--- src/rtl/fetch_unit.sv ---
// fetch_unit -- front end of the fetch stage.
//
// Holds the program counter and issues one instruction-cache read at a
// time. Each read is held until the cache pulses cache_op_done_in. The
// fetched word and its PC are then presented to the fetch/decode registers
// together with a valid strobe. The unit handles downstream stalls and
// branch redirects, including a redirect that arrives while a read is
// still outstanding. In that case the read is drained and its data is
// discarded.
//
// Parameters
//   WORD_WIDTH    instruction/address width
//   BOOT_ADDRESS  PC after reset (word aligned)
//
// Ports
//   clk, rst_n          clock, asynchronous active-low reset
//   stall_in            downstream cannot take a new instruction
//   branch_taken_in     one-cycle redirect request
//   branch_target_in    redirect PC
//   cache_req_out       read request, held until cache_op_done_in
//   cache_addr_out      read address, stable while cache_req_out=1
//   cache_data_in       instruction word, valid with cache_op_done_in
//   cache_op_done_in    one-cycle completion pulse
//   rm0_out             PC of instruction_out
//   instruction_out     fetched instruction
//   valid_out           instruction_out/rm0_out hold a live instruction
//   fault_out           sticky misaligned-target fault
//
// Build option
//   FETCH_ALIGN_CHECK_EN  when defined, a redirect target with bits [1:0]
//                         not zero raises fault_out and parks the unit in
//                         FAULT until reset. When undefined, fault_out is 0
//                         and target bits [1:0] are forced to zero.
module fetch_unit #(
  parameter int unsigned               WORD_WIDTH   = 32,
  parameter logic [WORD_WIDTH-1:0]     BOOT_ADDRESS = WORD_WIDTH'(32'h0000_1000)
) (
  input  logic                  clk,
  input  logic                  rst_n,
  input  logic                  stall_in,
  input  logic                  branch_taken_in,
  input  logic [WORD_WIDTH-1:0] branch_target_in,
  output logic                  cache_req_out,
  output logic [WORD_WIDTH-1:0] cache_addr_out,
  input  logic [WORD_WIDTH-1:0] cache_data_in,
  input  logic                  cache_op_done_in,
  output logic [WORD_WIDTH-1:0] rm0_out,
  output logic [WORD_WIDTH-1:0] instruction_out,
  output logic                  valid_out,
  output logic                  fault_out
);

`ifdef FETCH_ALIGN_CHECK_EN
  typedef enum logic [1:0] {FETCH, HOLD, DRAIN, FAULT} state_t;
`else
  typedef enum logic [1:0] {FETCH, HOLD, DRAIN} state_t;
`endif

  state_t                state, state_d, resume;
  logic [WORD_WIDTH-1:0] pc, pc_d, target;
  logic                  done, load, valid_d;

  // A completion only counts against a request that is actually raised.
  assign done = cache_op_done_in & cache_req_out;

`ifdef FETCH_ALIGN_CHECK_EN
  logic fault_q, fault_set;

  assign target    = branch_target_in;
  assign fault_set = branch_taken_in & (|branch_target_in[1:0]) & (state != FAULT);
  assign fault_out = fault_q;

  always_ff @(posedge clk or negedge rst_n) begin
    if (!rst_n)         fault_q <= 1'b0;
    else if (fault_set) fault_q <= 1'b1;
  end
`else
  assign target    = {branch_target_in[WORD_WIDTH-1:2], 2'b00};
  assign fault_out = 1'b0;
`endif

  // Where to go once no read is pending. A fault raised now, or earlier
  // during a drain, parks the unit instead of resuming the fetch.
  always_comb begin
    resume = FETCH;
`ifdef FETCH_ALIGN_CHECK_EN
    if (fault_q || fault_set) resume = FAULT;
`endif
  end

  always_comb begin
    state_d = state;
    pc_d    = pc;
    valid_d = valid_out;
    load    = 1'b0;
    unique case (state)
      FETCH: begin
        if (branch_taken_in) begin
          pc_d    = target;
          valid_d = 1'b0;
          // A read that is still in flight must complete before the
          // target can be requested. Its data is thrown away.
          if (cache_req_out && !done) state_d = DRAIN;
          else                        state_d = resume;
        end else if (done) begin
          load    = 1'b1;
          valid_d = 1'b1;
          pc_d    = pc + WORD_WIDTH'(4);
          if (stall_in) state_d = HOLD;
        end else begin
          valid_d = 1'b0;
        end
      end
      HOLD: begin
        if (branch_taken_in) begin
          pc_d    = target;
          valid_d = 1'b0;
          state_d = resume;
        end else if (!stall_in) begin
          valid_d = 1'b0;
          state_d = FETCH;
        end
      end
      DRAIN: begin
        valid_d = 1'b0;
        if (branch_taken_in) pc_d = target;
        if (done)            state_d = resume;
      end
`ifdef FETCH_ALIGN_CHECK_EN
      FAULT: begin
        valid_d = 1'b0;
      end
`endif
      default: begin
        state_d = FETCH;
        valid_d = 1'b0;
      end
    endcase
  end

  // The request is registered from the next state. It therefore first
  // rises on the edge after reset release, and the new address is in place
  // on the edge where the previous read completes.
  always_ff @(posedge clk or negedge rst_n) begin
    if (!rst_n) begin
      state           <= FETCH;
      pc              <= BOOT_ADDRESS;
      cache_req_out   <= 1'b0;
      cache_addr_out  <= '0;
      rm0_out         <= '0;
      instruction_out <= '0;
      valid_out       <= 1'b0;
    end else begin
      state         <= state_d;
      pc            <= pc_d;
      valid_out     <= valid_d;
      cache_req_out <= (state_d == FETCH) || (state_d == DRAIN);
      if (state_d == FETCH) cache_addr_out <= pc_d;
      if (load) begin
        instruction_out <= cache_data_in;
        rm0_out         <= pc;
      end
    end
  end

endmodule
--- config.mk ---
export PLATFORM = sky130hd
export DESIGN_NAME = fetch_unit
export DESIGN_NICKNAME = d
export VERILOG_FILES = /design/src/rtl/fetch_unit.sv
export SDC_FILE = /design/constraint.sdc
export NUM_CORES = 1
export LEC_CHECK = 0
export BUFFER_PORTS_ARGS = -buffer_cell sky130_fd_sc_hd__buf_4
export CORE_UTILIZATION = 45
export CTS_CLUSTER_DIAMETER = 80
export DETAILED_ROUTE_END_ITERATION = 7
export GPL_ROUTABILITY_DRIVEN = 0
export GPL_TIMING_DRIVEN = 0
export PLACE_DENSITY_LB_ADDON = 0.1
export SLEW_MARGIN = 30
export SYNTH_ARGS = -nofsm -noshare
export SYNTH_HDL_FRONTEND = slang
export SYNTH_SLANG_ARGS = --single-unit
--- constraint.sdc ---
create_clock -name clk -period 3.13 [get_ports clk]
set_clock_uncertainty 0.2 [all_clocks]
set_input_delay 0.939 -clock clk [delete_from_list [all_inputs] [get_ports clk]]
set_output_delay 0.939 -clock clk [all_outputs]
set_load 0.03 [all_outputs]
After elaboration in Yosys (flattened, before gate mapping). Index checks and enable logic that the tools add are counted.

Add/sub/neg operators: 1. Equality and inequality tests: 4. Mux-type cells: 18. Bitwise operators: 1. Reductions and logical operators: 6.

Operators by type and width (number): 2-to-1 mux 32 bit (3); one-hot mux 32 bit (2 select lines) (1); adder 32 x 3 -> 32 bit, second input constant (1); 2-to-1 mux 2 bit (7); one-hot mux 2 bit (3 select lines) (1); 2-to-1 mux 1 bit (5); equality test 2 bit, second input constant (2); zero test 2 bit (2); != test 3 bit, second input constant (1); equality test 2 x 1 -> 1 bit, second input constant (1); one-hot mux 1 bit (2 select lines) (1); OR reduction 2 bit (1); bitwise AND 1 bit (1); logical AND 1 bit (1); zero test 1 bit (1); logical OR 1 bit (1).

Flip-flop bits (word level): 132. Bits of input ports: 69. Output and inout bits: 99. Word-level logic and storage cells: 37.

Logic depth before layout (Yosys ltp).
Depth in word-level cells: 8. Gate-level depth with buffers: 11. Mapped depth without buffers: 8.

Worst setup path before layout. Ideal clock, no wire load.

Path kind: input to register. Start: input branch_taken_in. End: register cache_addr_out[20]. Setup time: 125 ps. Arrival: 2604 ps. Data required time: 2805 ps. Slack: 201 ps. Cell stages on the path: 10. Path buffers: 4. Cell sequence: and3b_1 buf_2 a31oi_1 a211o_1 buf_2 inv_1 nor2_1 buf_2 buf_2 mux2_2.

Cells in the longest elaborated chain, start to end: 3. Elaborated cells on any way between the ends: 7. Classes of those cells: 6 x mux; 1 x reduce/logical.

RTL lines: start, declared (line 41) `input logic branch_taken_in,`; 2-to-1 mux 2 bit (on tied branches) (line 115, 98); one-hot mux 2 bit (3 select lines) * (line 96) `unique case (state)`; net state_d[0] (line 59) `state_t state, state_d, resume;`; zero test 2 bit * (line 158) `if (state_d == FETCH) cache_addr_out <= pc_d;`; end signal, assigned (line 158); end, declared (line 44) `output logic [WORD_WIDTH-1:0] cache_addr_out,`.

The timed path passes the listed nets; every way through them passes the cells marked *. A chain may end at the register's enable or synchronous reset.

Final worst setup path.
Start: input branch_taken_in. End: register cache_addr_out[28].

Elaborated cells on any way between the ends: 7. Classes of those cells: 6 x mux; 1 x reduce/logical.

RTL lines: 2-to-1 mux 32 bit (on tied branches) (line 115, 126, 98); one-hot mux 32 bit (2 select lines) * (line 96); net pc_d[28] (line 60) `logic [WORD_WIDTH-1:0] pc, pc_d, target;`.

Marked as above.

==> flow_summary.yaml <==
run_status:
  run_status: "complete, no violations"
logic_synthesis:
  synth_largest_area_cell: "sky130_fd_sc_hd__dfrtp_1"
  synth_top_area_cells: "sky130_fd_sc_hd__dfrtp_1, sky130_fd_sc_hd__mux2_2, sky130_fd_sc_hd__a21oi_1"
  synth_cell_type_count: 63
  ys.warnings.count: 0
  synth_area_per_cell_sq_um: 11.4
  synth_enable_flop_cells: 0
  ys.flop_type: "sky130_fd_sc_hd__dfrtp_1"
  synth_largest_type_area_fraction_pct: 50.6
  yosys-top-cells-count: "sky130_fd_sc_hd__dfrtp_1, sky130_fd_sc_hd__mux2_2, sky130_fd_sc_hd__a21oi_1"
  postSynthCellCount: 568
  async_reset_ff_share_pct: 100
  yosysSeqAreaShare_pct: 51.0
  synth_seq_cells: 132
  post_synth_instance_area_sq_um: 6480
  synth.most_common_cell: "sky130_fd_sc_hd__dfrtp_1"
  mappedNetlistNets: 642
clock_network:
  postCtsSetupBuffers: 0
  cts_root_buf: "sky130_fd_sc_hd__clkbuf_16"
  tritoncts_clock_tree: "built"
  numClockSinks: 132
  cts-buffers-inserted: 17
  clk_latency_ps: 420
  htree_num_levels: 4
  max-clock-path-buffers: 2
  cts.clk_slew.worst_paths_ps: 60
sta:
  finalSetupViolations: 0
  max-slew-margin-rel_pct: 51.1
  timing.final.crit_share_pct: 95.9
  rsz0062_at_grt: "false"
  finalHoldViolations: 0
  hold-worst-slack_ps: 224
  max_clock_freq_mhz: 333
  tightestPinTransition_ps: 727
  timing.final.max_slew_violations: 0
  clock_period_minus_final_worst_setup_slack_ps: 3000
worst_setup_path:
  critical_path.endpoint_type: "flip-flop"
  reg2reg_depth: 10
  terminus_of_the_critical_flop_to_flop_path: "cache_addr_out[20]"
  worstPathRequired_ps: 3240
  worstPathArrival_ps: 3110
  regToRegStartpoint: "state[1]"
  r2r_setup_slack_ps: 190
  critical_path_peak_fanout: 10
  worst-setup-path-type: "in -> reg"
  critPathLaunchType: "input pin"
routing:
  initialDrtViolationCount: 527
  route.antenna.remaining_nets: 0
  route.final.wire_length_microns: 18500
  vias_per_cell: 5.86
  routed_wire_length_per_instance_microns: 19.5
  drt_first_pass_iters: 5
  detailroute.via_count: 5542
  route.detailed.drc: 0
power_and_ir_drop:
  power.ir.vdd_worst_uv: 616
  cellLeakagePower_nw: 3.98
  total_power_density_per_cell_area_nw_per_um2: 1170
global_route:
  groute.usage.overall_pct: 25.7
  antenna_found_initial: 0
  global_route.overflow_total: 0
  grt_max_degree: 76
  vias_in_the_first_global_route: 5385
  grt_first_pass_wirelength_microns: 28500
hold_path:
  min-delay-path-class: "in -> async"
die:
  design.die.area_sq_um: 14900
  coreArea_sq_um: 14000
  floorplan.initialDensity_pct: 46.3
  pin_count: 168
  floorplan.die.height_microns: 122
  core.rowCount: 43
  die_x_extent_microns: 122
placement:
  placedInstanceArea_sq_um: 7980
  buffer_ports.inserted: 164
  dpl.hpwl_microns: 13300
  numPlacedInstances: 913
layout:
  antenna_cells: 0
  area.sequential_sq_um: 3300
  final_nets: 826
  area.growth.synth_to_final_pct: 32.8
  fillerInstances: 1174
  drive_gt1_share_pct: 41.3
  layoutNonFillerInstCount: 945
  multiInputGateArea_sq_um: 2990
  finalInstanceArea_sq_um: 8600
flow_run:
  cap_violations: 0
through the flow:
step	TNS, ps	worst slack [ps]	total power, mW	utilization, %
finish	0	129	10.1	61.5
global route	0	10.6	10.6	61.5
CTS	0	56.6	10.1	61.4
detailed placement	-14140	-519	8.03	57.0
floorplan	0	201	6.22	-
global placement	-13860	-466	7.89	56.7
placed cells by master, fill, tap and decap left out, types with 4 or more instances in the layout:
master / n
sky130_fd_sc_hd__a21o_1: 6
sky130_fd_sc_hd__a21oi_1: 33
sky130_fd_sc_hd__a221o_1: 4
sky130_fd_sc_hd__a22o_1: 4
sky130_fd_sc_hd__a22oi_1: 5
sky130_fd_sc_hd__a2bb2oi_1: 5
sky130_fd_sc_hd__a31oi_1: 9
sky130_fd_sc_hd__and3_1: 9
sky130_fd_sc_hd__and4_1: 4
sky130_fd_sc_hd__buf_1: 8
sky130_fd_sc_hd__buf_2: 6
sky130_fd_sc_hd__buf_4: 164
sky130_fd_sc_hd__clkbuf_1: 18
sky130_fd_sc_hd__clkbuf_16: 17
sky130_fd_sc_hd__clkbuf_2: 4
sky130_fd_sc_hd__clkinv_2: 4
sky130_fd_sc_hd__clkinvlp_4: 4
sky130_fd_sc_hd__dfrtp_1: 131
sky130_fd_sc_hd__ha_1: 5
sky130_fd_sc_hd__inv_1: 12
sky130_fd_sc_hd__mux2_2: 94
sky130_fd_sc_hd__mux2i_1: 11
sky130_fd_sc_hd__nand2_1: 32
sky130_fd_sc_hd__nand3_1: 20
sky130_fd_sc_hd__nand4_1: 11
sky130_fd_sc_hd__nor2_1: 14
sky130_fd_sc_hd__nor2b_1: 19
sky130_fd_sc_hd__nor3_1: 4
sky130_fd_sc_hd__nor4_1: 5
sky130_fd_sc_hd__o21a_1: 5
sky130_fd_sc_hd__o21ai_0: 16
sky130_fd_sc_hd__o311ai_0: 6
sky130_fd_sc_hd__o31ai_1: 5
repair_timing:
action,in CTS,in global routing
endpoints found under the setup margin,11,14
gates resized for setup,3,8
hold buffers,0,0
state kept, by name, summed over array words and instances (netlist names):
name / flops
state: 2
pc: 32
cache_req_out: 1
rm0_out: 32
cache_addr_out: 32
valid_out: 1
instruction_out: 32
final cells by class:
type / instances / share of cell area [%]
inverter: 12 / 0.524
tap: 180 / 2.62
timing repair buffer: 165 / 14.7
sequential: 132 / 38.4
clock inverter: 13 / 1.83
clock buffer: 19 / 5.15
buffer: 38 / 1.98
multi-input combinational: 386 / 34.8
power by group:
group	internal (mW)	total, mW	leakage [nW]	switching [mW]
combinational	2.06	4.93	2.07	2.87
sequential	2.51	3.13	1.63	0.622
clock	1.27	2.02	0.285	0.754
total	5.84	10.1	3.98	4.25
worst max path at each step:
stage                                start            endpoint  slack (ps)  cells after the start
after CTS                 cache_op_done_in  cache_addr_out[20]          60                     11
after floorplan            branch_taken_in  cache_addr_out[20]         200                     10
after detailed placement   branch_taken_in   cache_addr_out[4]        -520                      8
after global routing      cache_op_done_in  cache_addr_out[20]          10                     11
final                      branch_taken_in  cache_addr_out[28]         130                      8
after global placement     branch_taken_in   cache_addr_out[4]        -470                      8
per-layer routing:
metal	vias to the layer above	wire length (microns)	track usage [%]
met1	2725	7710	32.9
met2	277	8740	40.7
met4	0	342	9.72
met3	24	1680	7.77
li1	2516	-	-
met5	-	0	0
cell families (layout without fill, tap and decap cells):
family          count (synthesis)  count (layout)  synth area share (%)
compound gates                135             135                  14.7
xor+xnor                        1               1                 0.135
fa+ha+maj                       5               5                 0.966
buf+inv                        50             247                  3.11
flops                         132             132                  51.0
mux                           106             106                  18.3
other cells                     1               1                0.0579
simple gates                  138             138                  11.8
critical path, cell delays in order:
cell	delay (ps)
sky130_fd_sc_hd__buf_4	110
sky130_fd_sc_hd__clkbuf_1	430
sky130_fd_sc_hd__clkbuf_2	420
sky130_fd_sc_hd__buf_2	350
sky130_fd_sc_hd__mux2i_1	240
sky130_fd_sc_hd__o41ai_1	100
sky130_fd_sc_hd__a31o_1	250
sky130_fd_sc_hd__mux2_4	260
Power figures use the tool's default switching activity.
